<file path="src/rtl/mix_pkg.sv">
// Shared constants and state encoding for the MIX special-op (C=5) sequencer.
package mix_pkg;

   localparam logic [5:0] OP_SPEC = 6'd5;
   localparam logic [5:0] F_NUM   = 6'd0;
   localparam logic [5:0] F_CHAR  = 6'd1;
   localparam logic [5:0] F_HLT   = 6'd2;

   // Character code of decimal digit 0; digit d maps to CHAR_BIAS + d.
   localparam int CHAR_BIAS = 30;

   typedef enum logic [2:0] {
      S_IDLE,
      S_LAUNCH,
      S_WAIT_CHAR,
      S_WAIT_NUM,
      S_WB,
      S_HALTED
   } state_t;

endpackage

</file>
<file path="src/rtl/spec_ctrl_if.sv">
// Start/stop handshake and operand/result buses to the char and num conversion units.
interface spec_ctrl_if;

   logic        char_start;
   logic [29:0] char_in;
   logic        char_stop;
   logic [59:0] char_out;
   logic        num_start;
   logic [59:0] num_in;
   logic        num_stop;
   logic [29:0] num_out;

   // Sequencer side
   modport master (
      output char_start, char_in, num_start, num_in,
      input  char_stop, char_out, num_stop, num_out
   );

   // Conversion-unit side
   modport slave (
      input  char_start, char_in, num_start, num_in,
      output char_stop, char_out, num_stop, num_out
   );

endinterface

</file>
<file path="src/rtl/spec_watchdog.sv">
// Cycle counter bounding how long the sequencer waits for a unit stop pulse.
module spec_watchdog #(
   parameter int TIMEOUT = 16
) (
   input  logic clk,
   input  logic rst_i,
   input  logic clr_i,
   input  logic en_i,
   output logic expired_o
);

   localparam int CW = $clog2(TIMEOUT + 1);

   logic [CW-1:0] cnt_q, cnt_d;

   // Count enabled wait cycles; clear whenever no unit is being waited on.
   always_comb begin
      cnt_d = cnt_q;
      if (clr_i) begin
         cnt_d = '0;
      end else if (en_i) begin
         cnt_d = cnt_q + CW'(1);
      end
   end

   // Counter register.
   always_ff @(posedge clk) begin
      if (rst_i) begin
         cnt_q <= '0;
      end else begin
         cnt_q <= cnt_d;
      end
   end

   // Fires in the wait cycle whose increment brings the count to TIMEOUT.
   assign expired_o = en_i && (cnt_q == CW'(TIMEOUT - 1));

endmodule

</file>
<file path="src/rtl/spec_ctrl.sv">
// Sequencer for MIX C=5 special ops: NUM, CHAR and HLT.
module spec_ctrl
   import mix_pkg::*;
#(
   parameter int TIMEOUT = 16
) (
   input  logic            clk,
   input  logic            reset,
   input  logic            start,
   input  logic [5:0]      field,
   input  logic [29:0]     ra_in,
   input  logic [29:0]     rx_in,
   spec_ctrl_if.master     cu,
   output logic            wr_ra,
   output logic            wr_rx,
   output logic [29:0]     ra_out,
   output logic [29:0]     rx_out,
   output logic            busy,
   output logic            done,
   output logic            halt,
   output logic            err
);

   state_t      state_q, state_d;
   logic [5:0]  field_q, field_d;
   logic [29:0] ra_q, ra_d;
   logic [29:0] rx_q, rx_d;
   logic [29:0] ra_out_q, ra_out_d;
   logic [29:0] rx_out_q, rx_out_d;
   logic        char_start_q, char_start_d;
   logic        num_start_q, num_start_d;
   logic        wr_ra_q, wr_ra_d;
   logic        wr_rx_q, wr_rx_d;
   logic        done_q, done_d;
   logic        err_q, err_d;
   logic        halt_q, halt_d;
   logic        wd_clr, wd_en, wd_expired;

   spec_watchdog #(.TIMEOUT(TIMEOUT)) u_watchdog (
      .clk       (clk),
      .rst_i     (reset),
      .clr_i     (wd_clr),
      .en_i      (wd_en),
      .expired_o (wd_expired)
   );

   // State and registered outputs; every output is registered so pulses line up with the next state.
   always_ff @(posedge clk) begin
      if (reset) begin
         state_q      <= S_IDLE;
         field_q      <= '0;
         ra_q         <= '0;
         rx_q         <= '0;
         ra_out_q     <= '0;
         rx_out_q     <= '0;
         char_start_q <= 1'b0;
         num_start_q  <= 1'b0;
         wr_ra_q      <= 1'b0;
         wr_rx_q      <= 1'b0;
         done_q       <= 1'b0;
         err_q        <= 1'b0;
         halt_q       <= 1'b0;
      end else begin
         state_q      <= state_d;
         field_q      <= field_d;
         ra_q         <= ra_d;
         rx_q         <= rx_d;
         ra_out_q     <= ra_out_d;
         rx_out_q     <= rx_out_d;
         char_start_q <= char_start_d;
         num_start_q  <= num_start_d;
         wr_ra_q      <= wr_ra_d;
         wr_rx_q      <= wr_rx_d;
         done_q       <= done_d;
         err_q        <= err_d;
         halt_q       <= halt_d;
      end
   end

   // Next-state and next-output decode; pulses default low, data holds.
   always_comb begin
      state_d      = state_q;
      field_d      = field_q;
      ra_d         = ra_q;
      rx_d         = rx_q;
      ra_out_d     = ra_out_q;
      rx_out_d     = rx_out_q;
      char_start_d = 1'b0;
      num_start_d  = 1'b0;
      wr_ra_d      = 1'b0;
      wr_rx_d      = 1'b0;
      done_d       = 1'b0;
      err_d        = 1'b0;
      halt_d       = halt_q;
      wd_en        = (state_q == S_WAIT_CHAR) || (state_q == S_WAIT_NUM);
      wd_clr       = !wd_en;

      case (state_q)
         S_IDLE: begin
            if (start) begin
               field_d = field;
               ra_d    = ra_in;
               rx_d    = rx_in;
               state_d = S_LAUNCH;
            end
         end
         S_LAUNCH: begin
            case (field_q)
               F_CHAR: begin
                  char_start_d = 1'b1;
                  state_d      = S_WAIT_CHAR;
               end
               F_NUM: begin
                  num_start_d = 1'b1;
                  state_d     = S_WAIT_NUM;
               end
               F_HLT: begin
                  halt_d  = 1'b1;
                  done_d  = 1'b1;
                  state_d = S_HALTED;
               end
               default: begin
                  done_d  = 1'b1;
                  err_d   = 1'b1;
                  state_d = S_IDLE;
               end
            endcase
         end
         S_WAIT_CHAR: begin
            // A stop arriving in the expiry cycle still wins.
            if (cu.char_stop) begin
               ra_out_d = cu.char_out[59:30];
               rx_out_d = cu.char_out[29:0];
               wr_ra_d  = 1'b1;
               wr_rx_d  = 1'b1;
               done_d   = 1'b1;
               state_d  = S_WB;
            end else if (wd_expired) begin
               done_d  = 1'b1;
               err_d   = 1'b1;
               state_d = S_IDLE;
            end
         end
         S_WAIT_NUM: begin
            if (cu.num_stop) begin
               ra_out_d = cu.num_out;
               wr_ra_d  = 1'b1;
               done_d   = 1'b1;
               state_d  = S_WB;
            end else if (wd_expired) begin
               done_d  = 1'b1;
               err_d   = 1'b1;
               state_d = S_IDLE;
            end
         end
         S_WB:     state_d = S_IDLE;
         S_HALTED: state_d = S_HALTED;
         default:  state_d = S_IDLE;
      endcase
   end

   assign cu.char_start = char_start_q;
   assign cu.char_in    = ra_q;
   assign cu.num_start  = num_start_q;
   assign cu.num_in     = {ra_q, rx_q};
   assign wr_ra         = wr_ra_q;
   assign wr_rx         = wr_rx_q;
   assign ra_out        = ra_out_q;
   assign rx_out        = rx_out_q;
   assign done          = done_q;
   assign err           = err_q;
   assign halt          = halt_q;
   assign busy          = (state_q == S_LAUNCH) || (state_q == S_WAIT_CHAR) || (state_q == S_WAIT_NUM);

endmodule
</file>
<file path="src/flat_wrapper.sv">
// flat-port wrapper written by rule: the top's interface ports become plain ports
module spec_ctrl_flat import mix_pkg::*;
#(
   parameter int TIMEOUT = 16
)
  (clk, reset, start, field, ra_in, rx_in, wr_ra, wr_rx, ra_out, rx_out, busy, done, halt, err, cu_char_start, cu_char_in, cu_num_start, cu_num_in, cu_char_stop, cu_char_out, cu_num_stop, cu_num_out);
  spec_ctrl_if cu_i ();
  input  logic clk;
  input  logic reset;
  input  logic start;
  input  logic [5:0] field;
  input  logic [29:0] ra_in;
  input  logic [29:0] rx_in;
  output logic wr_ra;
  output logic wr_rx;
  output logic [29:0] ra_out;
  output logic [29:0] rx_out;
  output logic busy;
  output logic done;
  output logic halt;
  output logic err;
  output wire logic [$bits(cu_i.char_start)-1:0] cu_char_start;
  output wire logic [$bits(cu_i.char_in)-1:0] cu_char_in;
  output wire logic [$bits(cu_i.num_start)-1:0] cu_num_start;
  output wire logic [$bits(cu_i.num_in)-1:0] cu_num_in;
  input wire logic [$bits(cu_i.char_stop)-1:0] cu_char_stop;
  input wire logic [$bits(cu_i.char_out)-1:0] cu_char_out;
  input wire logic [$bits(cu_i.num_stop)-1:0] cu_num_stop;
  input wire logic [$bits(cu_i.num_out)-1:0] cu_num_out;
  assign cu_char_start = cu_i.char_start;
  assign cu_char_in = cu_i.char_in;
  assign cu_num_start = cu_i.num_start;
  assign cu_num_in = cu_i.num_in;
  assign cu_i.char_stop = cu_char_stop;
  assign cu_i.char_out = cu_char_out;
  assign cu_i.num_stop = cu_num_stop;
  assign cu_i.num_out = cu_num_out;
  spec_ctrl #(.TIMEOUT(TIMEOUT)) u_core (.clk(clk), .reset(reset), .start(start), .field(field), .ra_in(ra_in), .rx_in(rx_in), .cu(cu_i), .wr_ra(wr_ra), .wr_rx(wr_rx), .ra_out(ra_out), .rx_out(rx_out), .busy(busy), .done(done), .halt(halt), .err(err));
endmodule
</file>
<file path="config.mk">
export PLATFORM = sky130hd
export DESIGN_NAME = spec_ctrl_flat
export DESIGN_NICKNAME = d
export VERILOG_FILES = /design/src/rtl/mix_pkg.sv /design/src/rtl/spec_ctrl_if.sv /design/src/rtl/spec_watchdog.sv /design/src/rtl/spec_ctrl.sv /design/src/flat_wrapper.sv
export SDC_FILE = /design/constraint.sdc
export NUM_CORES = 1
export LEC_CHECK = 0
export ABC_AREA = 1
export BUFFER_PORTS_ARGS = -buffer_cell sky130_fd_sc_hd__buf_4
export CAP_MARGIN = 0
export CORE_AREA = 2 2 123 125
export DETAILED_ROUTE_END_ITERATION = 10
export DIE_AREA = 0 0 125 127
export GPL_TIMING_DRIVEN = 0
export PLACE_DENSITY = 0.7
export SYNTH_ARGS = -nofsm -noshare
export SYNTH_HDL_FRONTEND = slang
export SYNTH_SLANG_ARGS = --single-unit
export TNS_END_PERCENT = 10
</file>
<file path="constraint.sdc">
create_clock -name clk -period 1.8 [get_ports clk]
set_clock_uncertainty 0.15 [all_clocks]
set_input_delay 0.27 -clock clk [delete_from_list [all_inputs] [get_ports clk]]
set_output_delay 0.27 -clock clk [all_outputs]
set_load 0.02 [all_outputs]
</file>
After elaboration in Yosys (flattened, before gate mapping):

Cells that the tools add are included.

* word-level logic and storage cells: 67
* bits in registers: 141
* input port bits: 161

* eq/ne operators: 10
* reductions and logical operators: 16
* muxes and demuxes: 23
* bitwise gates (word level): 3
* $add $sub $neg: 1

Operators by type and width (count)
* $mux 30: 2
* $pmux 30 s2: 1
* $pmux 3 s5: 1
* $mux 3: 4
* $mux 1: 11
* $pmux 3 s3: 1
* $reduce_or 2->1: 4
* $eq 3x2->1 const B: 2
* $eq 6x1->1 const B: 1
* $eq 6x2->1 const B: 1
* $logic_not 6->1: 1
* $ne 2x2->1 const B: 3
* $pmux 1 s3: 2
* $reduce_and 2->1: 3
* $add 5x1->5 const B: 1
* $eq 5x4->1 const B: 1
* $eq 3x1->1 const B: 1
* $eq 3x3->1 const B: 1
* $logic_not 3->1: 1
* $logic_or 1x1->1: 3
* $not 1->1: 3
* $reduce_and 3->1: 1
* $reduce_or 3->1: 1
* $pmux 1 s2: 1
* other kinds (2): 2

Longest topological paths before layout:

Gate-level depths: netlist of run 1.

* depth in word-level cells: 6
* depth in mapped cells: 9

Modules after synthesis:

From an unflattened synthesis of run 1, not the netlist that was laid out.

* cell total of the unflattened synthesis: 827
* area, all modules: 5993.2 sq um

By module, submodules not included
* spec_ctrl: area an instance 5730.5 sq um, cells each 795, instances 1
* spec_watchdog: area an instance 262.8 sq um, cells each 32, instances 1

Worst setup path after synthesis of run 1:

No wires, ideal clock.

* kind: register -> register
* start: reg u_core.state_q[1]
* end: reg u_core.ra_out_q[0], in the netlist u_core.ra_out[0]
* stages on the path, launching flop included: 9
* required time: 1.534 ns
* setup slack: 0.369 ns
* arrival time: 1.165 ns
* setup time: 0.116 ns
* period minus slack after synthesis: 1.431 ns
* cell sequence: dfxtp_1 nand2_1 nor2_1 nand2_1 nand2_1 inv_2 buf_2 nor2_1 nor2_1

* word-level cells in the longest chain between the ends: 3
* elaborated cells on any way between the ends: 7

RTL lines
* start, declared: line spec_ctrl.sv:24 `state_t state_q, state_d;`
* start signal, assigned: line spec_ctrl.sv:64 `state_q <= state_d;`
* $eq 3x2->1: line spec_ctrl.sv:98 `case (state_q)`
* $ne 2x2->1 (no source line) or $reduce_bool 2->1 (tied branches)
* $reduce_and 3->1 (no source line)
* end signal, assigned: line spec_ctrl.sv:68 `ra_out_q <= ra_out_d;`
* end, declared: line spec_ctrl.sv:28 `logic [29:0] ra_out_q, ra_out_d;`

Several ways; a longest one is shown, not always the timed one.
A chain may end at the register's enable or synchronous reset.

Worst setup path in the final report of run 1:

* start: reg u_core.state_q[1]
* end: out busy

* word-level cells in the longest chain between the ends: 3
* elaborated cells on any way between the ends: 5

RTL lines
* $eq 3x1->1 or $eq 3x2->1 (tied branches): line spec_ctrl.sv:173 `assign busy = (state_q == S_LAUNCH) || (state_q == S_WAIT_CHAR) || (state_q == S_WAIT_NUM);`
* $logic_or 1x1->1: line spec_ctrl.sv:173
* $logic_or 1x1->1 *: line spec_ctrl.sv:173
* end, declared: line flat_wrapper.sv:18 `output logic busy;`

Every way passes the cells marked *; elsewhere a longest branch is shown, timed or not.

==> impl_metrics.tcl, run 1 <==
set metrics [dict create \
    synthXorXnorAreaFrac_pct 0 \
    synth.cell_area_sq_um 5670 \
    core_area_sq_um 14400 \
    worstHoldPathCells 3 \
    fin_cells 1394 \
    synth_compound_area_share_pct 17.7 \
    fillers 1214 \
    critPathBufInv 3 \
    drv_slew 0 \
    final_common_cell "buf_4" \
    crit_type "reg -> out" \
    multi_input_comb_area_sq_um 2130 \
    yosys.area.top_type "dfxtp_1" \
    irDropWorstVdd_uv 613 \
    grt_max_degree 17 \
    drtIter0Drc 306 \
    path_delay_family "flip-flops" \
    drv_cap 0 \
    synth_top_family_by_area "simple AND/OR/NAND/NOR gates" \
    critPathSlowestCell "dfxtp_2" \
    dp_cells 1273 \
    post-route-period-util_pct 99.5 \
    reg2reg_from "u_core.state_q[1]$_SDFFE_PP0P_" \
    setup_violations 0 \
    cts_num_sinks 141 \
    yosys.area_share.simple_pct 18.8 \
    first_pass_iters 6 \
    synth_mux_area_share_pct 0 \
    max_freq_ghz 0.558 \
    initial_core_util_pct 39.3 \
    worstPathMaxFanout 7 \
    status "finished, final reports clean" \
    antenna_cells 0 \
    power_density_nw_per_um2 979 \
    endpoint_kind "primary output" \
    slew_headroom_pct 65.2 \
    route.vias.total 6487 \
    ant_nets 0 \
    drt-total-wl_microns 19600 \
    leakage_nw 4.71 \
    root_buffer "clkbuf_16" \
    gp_congestion 0.836 \
    hold_path_end "u_core.rx_q[27]$_SDFFE_PP0P_" \
    rsz0062_at_grt "true" \
    r2r_slack_ns 0.10 \
    grt_pass1_wl_microns 30800 \
    max-clock-path-buffers 2 \
    hold_start "rx_in[27]" \
    min_path_type "in -> reg" \
    finalHoldViolCount 0 \
    synth_top_area_share_pct 49.8 \
    overflow 0 \
    insertion_delay_ns 0.42 \
    path_clk_slew_ns 0.06 \
    synthAdderAreaFrac_pct 0.441 \
    max_stage_delay_ns 0.42 \
    ys_warn_count 0 \
    seq_area_sq_um 2830 \
    critPathLaunchType "flop" \
    critPathRequiredTime_ns 1.38 \
    layout-drive-gt1-share_pct 34.0 \
    wire_per_inst_microns 14.1 \
    dieHeight_microns 127 \
    synth_fp_nets 935 \
    cp_cell_sequence "inv_4, nor2_1, inv_1, nand2_1, buf_4" \
    drcViolationCount 0 \
    ys_top_cells_by_area "dfxtp_1, nand2_1, a21oi_1, o21ai_0, nor2_1" \
    grt_use_total_pct 24.1 \
    cts_buffers 17 \
    dieArea_sq_um 15900 \
    nNetsFinal 1360 \
    area_growth_pct 72.9 \
    r2r_cells 5 \
    htree_levels 4 \
    cts_tree "yes" \
    fp.dieW_microns 125 \
    utilization_pct 68.0 \
    avgSynthCellArea_sq_um 7.35 \
    ys_ff_latch 141 \
    numPortBuffers 317 \
    postCtsSetupRepairBufs 0 \
    via_per_inst 4.65 \
    num_rows 44 \
    dpl.hpwl_microns 13400 \
    syn_inst 772 \
    antenna_found_initial 0 \
    synth_cell_types 20 \
    crit_arrival_ns 1.37 \
    layout_common_cells "buf_4, dfxtp_1, nand2_1" \
    grt_pass1_vias 6211 \
    tightest_slew_ns 0.518 \
    yosysSeqAreaShare_pct 49.8 \
    num_io_pins 319 \
    fin_crit_ns 1.79 \
    rr_endpoint "u_core.rx_out[11]$_SDFFE_PP0P_" \
]
==> cell usage after synthesis, drive strengths merged <==
cell type    n
a21oi      102
buf         55
clkbuf      25
dfxtp      141
ha           2
inv         82
nand2      137
nand3       40
nand3b       1
nand4        1
nor2        85
nor3         1
nor3b        1
o21ai       99
==> worst reg2reg max path: stages (launching register included) <==
cell and delay, ns:
dfxtp_2 0.42, inv_4 0.07, nor3_1 0.41, buf_2 0.31, nand3_1 0.11, a21oi_1 0.17
==> timing repair <==
item                       in CTS  in global routing
hold endpoints to repair       89                  0
resized for setup               6                  6
setup endpoints to repair      40                 43
hold buffers                   89                  0
==> layout make-up <==
class,instances,share of cell area (%)
multi-input combinational,469,21.7
timing repair buffer,406,33.4
clock buffer,23,4.98
tap,184,2.35
clock inverter,9,1.12
buffer,80,4.52
sequential,141,28.8
inverter,82,3.16
==> worst max-delay path by stage <==
stage	slack, ns	end	depth (start not counted)	start
2_1_floorplan	0.37	u_core.ra_out[0]$_SDFFE_PP0P_	8	u_core.state_q[1]$_SDFFE_PP0P_
3_3_place_gp	-0.06	u_core.ra_out[12]$_SDFFE_PP0P_	6	reset
3_5_place_dp	-0.08	u_core.ra_out[17]$_SDFFE_PP0P_	6	reset
4_1_cts	0.003	busy	6	u_core.state_q[1]$_SDFFE_PP0P_
5_1_grt	-0.08	busy	6	u_core.state_q[1]$_SDFFE_PP0P_
6_report	0.009	busy	5	u_core.state_q[1]$_SDFFE_PP0P_
==> metrics by stage <==
| step | instance area, sq um | power (mW) | hold WS [ns] | setup WS, ns | TNS (ns) |
|---|---|---|---|---|---|
| floorplan | 5670 | 4.88 | 0.263 | 0.369 | 0 |
| global placement | 8280 | 5.93 | 0.281 | -0.0586 | -1.11 |
| detailed placement | 8280 | 5.95 | 0.284 | -0.0794 | -1.78 |
| CTS | 9780 | 9.62 | 0.00222 | 0.00264 | 0 |
| global route | 9800 | 10.1 | 0.0261 | -0.0775 | -0.152 |
| finish | 9800 | 9.60 | 0.00844 | 0.00881 | 0 |
==> sequential cells by signal (all words and copies together) (netlist names), 3 cells and up <==
register	flops
u_core.cu.char_in	30
u_core.field_q	6
u_core.ra_out	30
u_core.rx_out	30
u_core.rx_q	30
u_core.state_q	3
u_core.u_watchdog.cnt_q	5
==> per-layer routing <==
metal | track usage [%] | up-vias | part of all wire [%]
li1 | - | 3292 | -
met1 | 27.0 | 2886 | 40
met2 | 42.5 | 254 | 50
met3 | 6.24 | 55 | 6.3
met4 | 12.0 | 0 | 3.8
met5 | 0 | - | 0
==> logic make-up (layout without fill, tap and decap cells) <==
kind of cell    Yosys count  count (layout)
buf+inv                 162             600
flops                   141             141
compound gates          201             201
simple gates            266             266
fa+ha+maj                 2               2
==> power breakdown <==
group	leakage, nW	switching [mW]	internal [mW]	total, mW
clock network	0.285	1.31	2.19	3.50
logic	3.27	1.32	1.16	2.48
registers	1.15	0.196	3.42	3.62
total	4.71	2.83	6.77	9.60
No activity file was read; power rests on OpenSTA's default activity.
==> run 2: changes to the inputs <==
--- a/config.mk
+++ b/config.mk
@@ -8,11 +8,12 @@
 export ABC_AREA = 1
 export BUFFER_PORTS_ARGS = -buffer_cell sky130_fd_sc_hd__buf_4
 export CAP_MARGIN = 0
-export CORE_AREA = 2 2 123 125
+export CORE_AREA = 2 2 125 127
+export CTS_CLUSTER_DIAMETER = 60
 export DETAILED_ROUTE_END_ITERATION = 10
-export DIE_AREA = 0 0 125 127
+export DIE_AREA = 0 0 127 129
 export GPL_TIMING_DRIVEN = 0
-export PLACE_DENSITY = 0.7
+export PLACE_DENSITY = 0.68
 export SYNTH_ARGS = -nofsm -noshare
 export SYNTH_HDL_FRONTEND = slang
 export SYNTH_SLANG_ARGS = --single-unit
==> impl_metrics.tcl, run 2 (same netlist as run 1, synthesis figures left out) <==
set metrics [dict create \
    numPortBuffers 317 \
    wire_per_inst_microns 13.7 \
    critPathLaunchType "flop" \
    leakage_nw 4.68 \
    dpl.hpwl_microns 13700 \
    grt_use_total_pct 23.1 \
    utilization_pct 65.2 \
    route.vias.total 6409 \
    antenna_found_initial 0 \
    cp_cell_sequence "inv_6, nand2_4, nor2_4, inv_2, nand2_2, buf_6" \
    r2r_slack_ns 0.17 \
    fp.dieW_microns 127 \
    worstHoldPathCells 3 \
    dp_cells 1277 \
    gp_congestion 0.843 \
    fin_crit_ns 1.73 \
    placed_area_sq_um 8290 \
    dp_slack_ns -0.0545 \
    dieHeight_microns 129 \
    insertion_delay_ns 0.41 \
    drv_slew 0 \
    grt_pass1_vias 6244 \
    layout_common_cells "buf_4, dfxtp_1, nand2_1" \
    irDropWorstVdd_uv 604 \
    critPathRequiredTime_ns 1.38 \
    core_area_sq_um 15000 \
    overflow 0 \
    root_buffer "clkbuf_16" \
    status "finished, final reports clean" \
    crit_arrival_ns 1.31 \
    drcViolationCount 0 \
    switchingPower_mw 2.87 \
    tightest_slew_ns 0.535 \
    power_mw 9.64 \
    htree_levels 4 \
    antenna_cells 0 \
    first_pass_iters 5 \
    cts_num_sinks 141 \
    clkPwrFrac_pct 36.8 \
    nNetsFinal 1353 \
    crit_type "reg -> out" \
    worstPathMaxFanout 6 \
    max-clock-path-buffers 2 \
    ant_nets 0 \
    seqPwrFrac_pct 37.5 \
    r2r_cells 6 \
    drt-total-wl_microns 19100 \
    area_growth_pct 72.3 \
    setup_violations 0 \
    fin_ws_ns 0.0737 \
    slew_headroom_pct 64.4 \
    combPwrFrac_pct 25.7 \
    critPathSlowestCell "dfxtp_4" \
    max_freq_ghz 0.579 \
    swShare_pct 29.7 \
    fin_cells 1391 \
    cts_tree "yes" \
    rr_endpoint "u_core.cu.char_in[27]$_SDFFE_PP0P_" \
    max_stage_delay_ns 0.37 \
    reg2reg_from "u_core.state_q[2]$_SDFFE_PP0P_" \
    layout-drive-gt1-share_pct 34.7 \
    cts_buffers 17 \
    final_area_sq_um 9770 \
    endpoint_kind "primary output" \
    num_io_pins 319 \
    dieArea_sq_um 16400 \
    intPower_mw 6.77 \
    grt_max_degree 17 \
    critPathBufInv 3 \
    num_rows 45 \
    hold_path_end "u_core.rx_q[18]$_SDFFE_PP0P_" \
    min_path_type "in -> reg" \
    final_common_cell "buf_4" \
    via_per_inst 4.61 \
    grt_pass1_wl_microns 30000 \
    post-route-period-util_pct 95.9 \
    finalHoldViolCount 0 \
    power_density_nw_per_um2 987 \
    hold_start "rx_in[18]" \
    drv_cap 0 \
    drtIter0Drc 281 \
    initial_core_util_pct 37.9 \
    path_delay_family "flip-flops" \
    path_clk_slew_ns 0.06 \
    rsz0062_at_grt "false" \
]
==> run 2: power groups by stage <==
stage                     Clock, mW  Sequential, mW  Combinational, mW
final                          3.55            3.61               2.48
after global routing           3.78            3.65               2.69
after CTS                      3.62            3.61               2.44
after detailed placement          0            3.67               2.29
after global placement            0            3.66               2.27
after floorplan                   0            3.97              0.906
==> run 2: routing by layer <==
layer	GRT usage, %	part of all wire (%)	vias to the layer above
li1	-	-	3273
met1	26.8	41	2843
met2	39.6	49	240
met3	5.86	6.2	53
met4	11.6	3.7	0
met5	0	0	-
==> run 2: cell type report <==
type                            count  area, sq um
Tap cell                          188          235
Buffer                             80          443
Clock buffer                       19          433
Multi-Input combinational cell    469         2150
Sequential cell                   141         2830
Timing Repair Buffer              399         3200
Fill cell                        1326         5210
Inverter                           82          313
Clock inverter                     13          168
==> run 2: worst register-to-register path, cell delays in order, from the launching register on <==
cell and delay, ns:
dfxtp_2 0.39, nor2_4 0.19, nand3_4 0.15, buf_2 0.22, buf_2 0.20, o21ai_0 0.17
a21oi_1 0.06
==> run 2: what timing repair did <==
item                       in CTS  in global routing
setup endpoints to repair      39                111
hold buffers                   81                  0
setup buffers                   0                  1
pin swaps                       0                  1
hold endpoints to repair       81                  0
gates resized for setup         4                 18
==> run 2: stage by stage <==
stage	TNS (ns)	hold WS (ns)
2_1_floorplan	0	0.263
3_3_place_gp	-0.813	0.282
3_5_place_dp	-1.13	0.286
4_1_cts	-0.0183	0.00108
5_1_grt	0	0.00669
6_report	0	0.00504
==> run 2: worst max-delay path by stage <==
stage / from / end / slack (ns) / cells past startpoint
final: u_core.state_q[1]$_SDFFE_PP0P_ / busy / 0.07 / 6
after global routing: u_core.state_q[1]$_SDFFE_PP0P_ / busy / 0.0008 / 6
after CTS: u_core.state_q[0]$_SDFFE_PP0P_ / busy / -0.02 / 5
after detailed placement: reset / u_core.ra_out[21]$_SDFFE_PP0P_ / -0.05 / 6
after global placement: reset / u_core.ra_out[15]$_SDFFE_PP0P_ / -0.04 / 6
after floorplan: u_core.state_q[1]$_SDFFE_PP0P_ / u_core.ra_out[0]$_SDFFE_PP0P_ / 0.37 / 8
==> run 3: changes to the inputs <==
--- a/config.mk
+++ b/config.mk
@@ -8,13 +8,15 @@
 export ABC_AREA = 1
 export BUFFER_PORTS_ARGS = -buffer_cell sky130_fd_sc_hd__buf_4
 export CAP_MARGIN = 0
-export CORE_AREA = 2 2 125 127
+export CORE_MARGIN = 1
+export CORE_UTILIZATION = 41
 export CTS_CLUSTER_DIAMETER = 60
 export DETAILED_ROUTE_END_ITERATION = 10
-export DIE_AREA = 0 0 127 129
 export GPL_TIMING_DRIVEN = 0
-export PLACE_DENSITY = 0.68
+export PLACE_DENSITY = 0.72
+export SKIP_LAST_GASP = 1
 export SYNTH_ARGS = -nofsm -noshare
 export SYNTH_HDL_FRONTEND = slang
+export SYNTH_HIERARCHICAL = 1
 export SYNTH_SLANG_ARGS = --single-unit
 export TNS_END_PERCENT = 10
==> impl_metrics.tcl, run 3 <==
set metrics [dict create \
    layout_common_cells "buf_4, nand2_1, nor2_1" \
    antenna_found_initial 0 \
    post-route-period-util_pct 101 \
    gp_congestion 0.816 \
    drtIter0Drc 502 \
    cts_tree "yes" \
    utilization_pct 71.9 \
    seqPwrFrac_pct 38.4 \
    layout-drive-gt1-share_pct 33.8 \
    cts_buffers 17 \
    synth_mux_area_share_pct 0 \
    ys_ff_latch 141 \
    synth.cell_area_sq_um 5990 \
    irDropWorstVdd_uv 696 \
    yosys-top-cells-count "nand2_1, nor2_1, dfxtp_1" \
    synthAdderAreaFrac_pct 0.418 \
    grt_pass1_vias 6536 \
    tightest_slew_ns 0.527 \
    drt-total-wl_microns 20900 \
    first_pass_iters 5 \
    drv_slew 0 \
    clkPwrFrac_pct 36.4 \
    synth_edf_count 0 \
    fin_ws_ns -0.0207 \
    finalHoldViolCount 0 \
    htree_levels 4 \
    dpl.hpwl_microns 14100 \
    crit_type "reg -> reg" \
    violations "negative setup slack" \
    critPathRequiredTime_ns 1.93 \
    route.vias.total 6980 \
    synthXorXnorAreaFrac_pct 0 \
    rsz0062_at_grt "true" \
    yosys.area_share.simple_pct 34.4 \
    dieArea_sq_um 15100 \
    crit_arrival_ns 1.95 \
    status "finished, violations left" \
    syn_inst 827 \
    grt_pass1_wl_microns 31500 \
    synth_fp_nets 990 \
    drv_cap 0 \
    synth_ff_type "dfxtp_1" \
    synth.most_common_cell "nand2_1" \
    endpoint_kind "flop" \
    synth_top_area_share_pct 47.1 \
    drcViolationCount 0 \
    synth_compound_area_share_pct 8.85 \
    dieHeight_microns 123 \
    cts_num_sinks 141 \
    wire_per_inst_microns 14.4 \
    async_reset_ff_share_pct 0 \
    intPower_mw 6.48 \
    setup_violations 2 \
    multi_input_comb_area_sq_um 2630 \
    core_area_sq_um 14100 \
    switchingPower_mw 2.63 \
    combPwrFrac_pct 25.2 \
    yosysSeqAreaShare_pct 47.1 \
    leakage_nw 4.96 \
    num_io_pins 319 \
    avgSynthCellArea_sq_um 7.25 \
    swShare_pct 28.9 \
    power_density_nw_per_um2 898 \
    synth_cell_types 24 \
    nNetsFinal 1424 \
    grt_use_total_pct 27.0 \
    yosys.area.top_type "dfxtp_1" \
    insertion_delay_ns 0.42 \
    fp.dieW_microns 123 \
    synth_top_family_by_area "simple AND/OR/NAND/NOR gates" \
    critPathLaunchType "flop" \
    fin_crit_ns 1.82 \
    root_buffer "clkbuf_16" \
    max_freq_ghz 0.549 \
    num_rows 43 \
    overflow 0 \
    initial_core_util_pct 42.5 \
    min_path_type "in -> reg" \
    numPortBuffers 318 \
    grt_max_degree 17 \
    ys_warn_count 6 \
    seq_area_sq_um 2830 \
    ys_top_cells_by_area "dfxtp_1, nand2_1, nor2_1, nand3_1, a21oi_1" \
    area_growth_pct 69.2 \
    power_mw 9.11 \
    ant_nets 0 \
    antenna_cells 0 \
    max-clock-path-buffers 2 \
    via_per_inst 4.80 \
    slew_headroom_pct 64.9 \
    fillers 1144 \
    path_clk_slew_ns 0.06 \
    final_common_cell "buf_4" \
    worstPathMaxFanout 10 \
]
==> run 3: cell count changes in the layout (fill, tap and decap cells not counted), moves of 4 or more <==
cell           previous run  this run
a21oi_1                 102        72
buf_4                   347       356
clkbuf_1                 26        32
clkbuf_8                  0         4
clkinv_4                  5         1
dlygate4sd3_1            81        92
inv_1                    79         9
nand2_1                 134       205
nand3_1                  38        76
nand3b_1                  1        32
nor2_1                   81       149
o21ai_0                  88        31
o21ai_1                  11         3
==> run 3: worst max-delay path, stage by stage, from the launching register on <==
cell and delay, ns:
dfxtp_1 0.38, nor3_2 0.41, nand2_1 0.15, buf_2 0.22
buf_2 0.21, nand2_1 0.10, a21oi_1 0.07
==> run 3: per-layer routing <==
| metal | GRT usage [%] | part of all wire [%] | vias up |
|---|---|---|---|
| li1 | - | - | 3503 |
| met3 | 6.41 | 6.4 | 57 |
| met5 | 0 | 0 | - |
| met1 | 31.6 | 40 | 3175 |
| met2 | 45.6 | 49 | 245 |
| met4 | 14.2 | 3.8 | 0 |
==> run 3: logic make-up (layout without fill, tap and decap cells) <==
group,after synthesis,in the layout
AND/OR/NAND/NOR,476,476
flip-flops,141,141
adder cells (fa/ha/maj),2,2
AO/OA/AOI/OAI,106,106
buffers and inverters,102,549
==> run 3: what timing repair did <==
action	in CTS	in global routing
gates resized for setup	4	5
endpoints found under the hold margin	92	0
endpoints found under the setup margin	39	82
hold buffers	92	0
pin swaps	1	4
buffers inserted	5	0
==> run 3: power groups by stage <==
stage | logic, mW | registers [mW] | clock network [mW]
floorplan | 0.915 | 3.79 | 0
finish | 2.30 | 3.50 | 3.31
global route | 2.47 | 3.52 | 3.51
detailed placement | 2.07 | 3.55 | 0
global placement | 2.06 | 3.55 | 0
CTS | 2.27 | 3.49 | 3.36
==> run 3: area by class of cell <==
class / instances / share of cell area (%)
clock inverter: 6 / 0.580
timing repair buffer: 415 / 33.0
multi-input combinational: 584 / 25.9
sequential: 141 / 27.9
buffer: 88 / 4.97
clock buffer: 26 / 4.92
inverter: 14 / 0.518
tap: 180 / 2.22
==> run 3: final timing paths <==
| kind | cells past startpoint | slack (ns) | from | end |
|---|---|---|---|---|
| max | 6 | -0.02 | u_core/state_q[0]$_SDFFE_PP0P_ | u_core/rx_q[11]$_SDFFE_PP0P_ |
| min | 3 | 0.006 | field[0] | u_core/field_q[0]$_SDFFE_PP0P_ |
| max reg2reg | 6 | -0.02 | u_core/state_q[0]$_SDFFE_PP0P_ | u_core/rx_q[11]$_SDFFE_PP0P_ |
| min reg2reg | 2 | 0.31 | u_core/rx_q[0]$_SDFFE_PP0P_ | u_core/rx_q[0]$_SDFFE_PP0P_ |
==> run 3: through the flow <==
stage	cell area [sq um]	std cells	hold slack [ns]	worst slack (ns)	setup TNS (ns)
global route	10100	1454	0.00746	-0.0887	-3.71
detailed placement	8610	1325	0.303	-0.0147	-0.152
floorplan	5990	827	0.279	0.176	0
finish	10100	1454	0.00555	-0.0207	-0.0219
global placement	8610	1325	0.299	0.0248	0
CTS	10100	1454	0.000895	0.00347	0
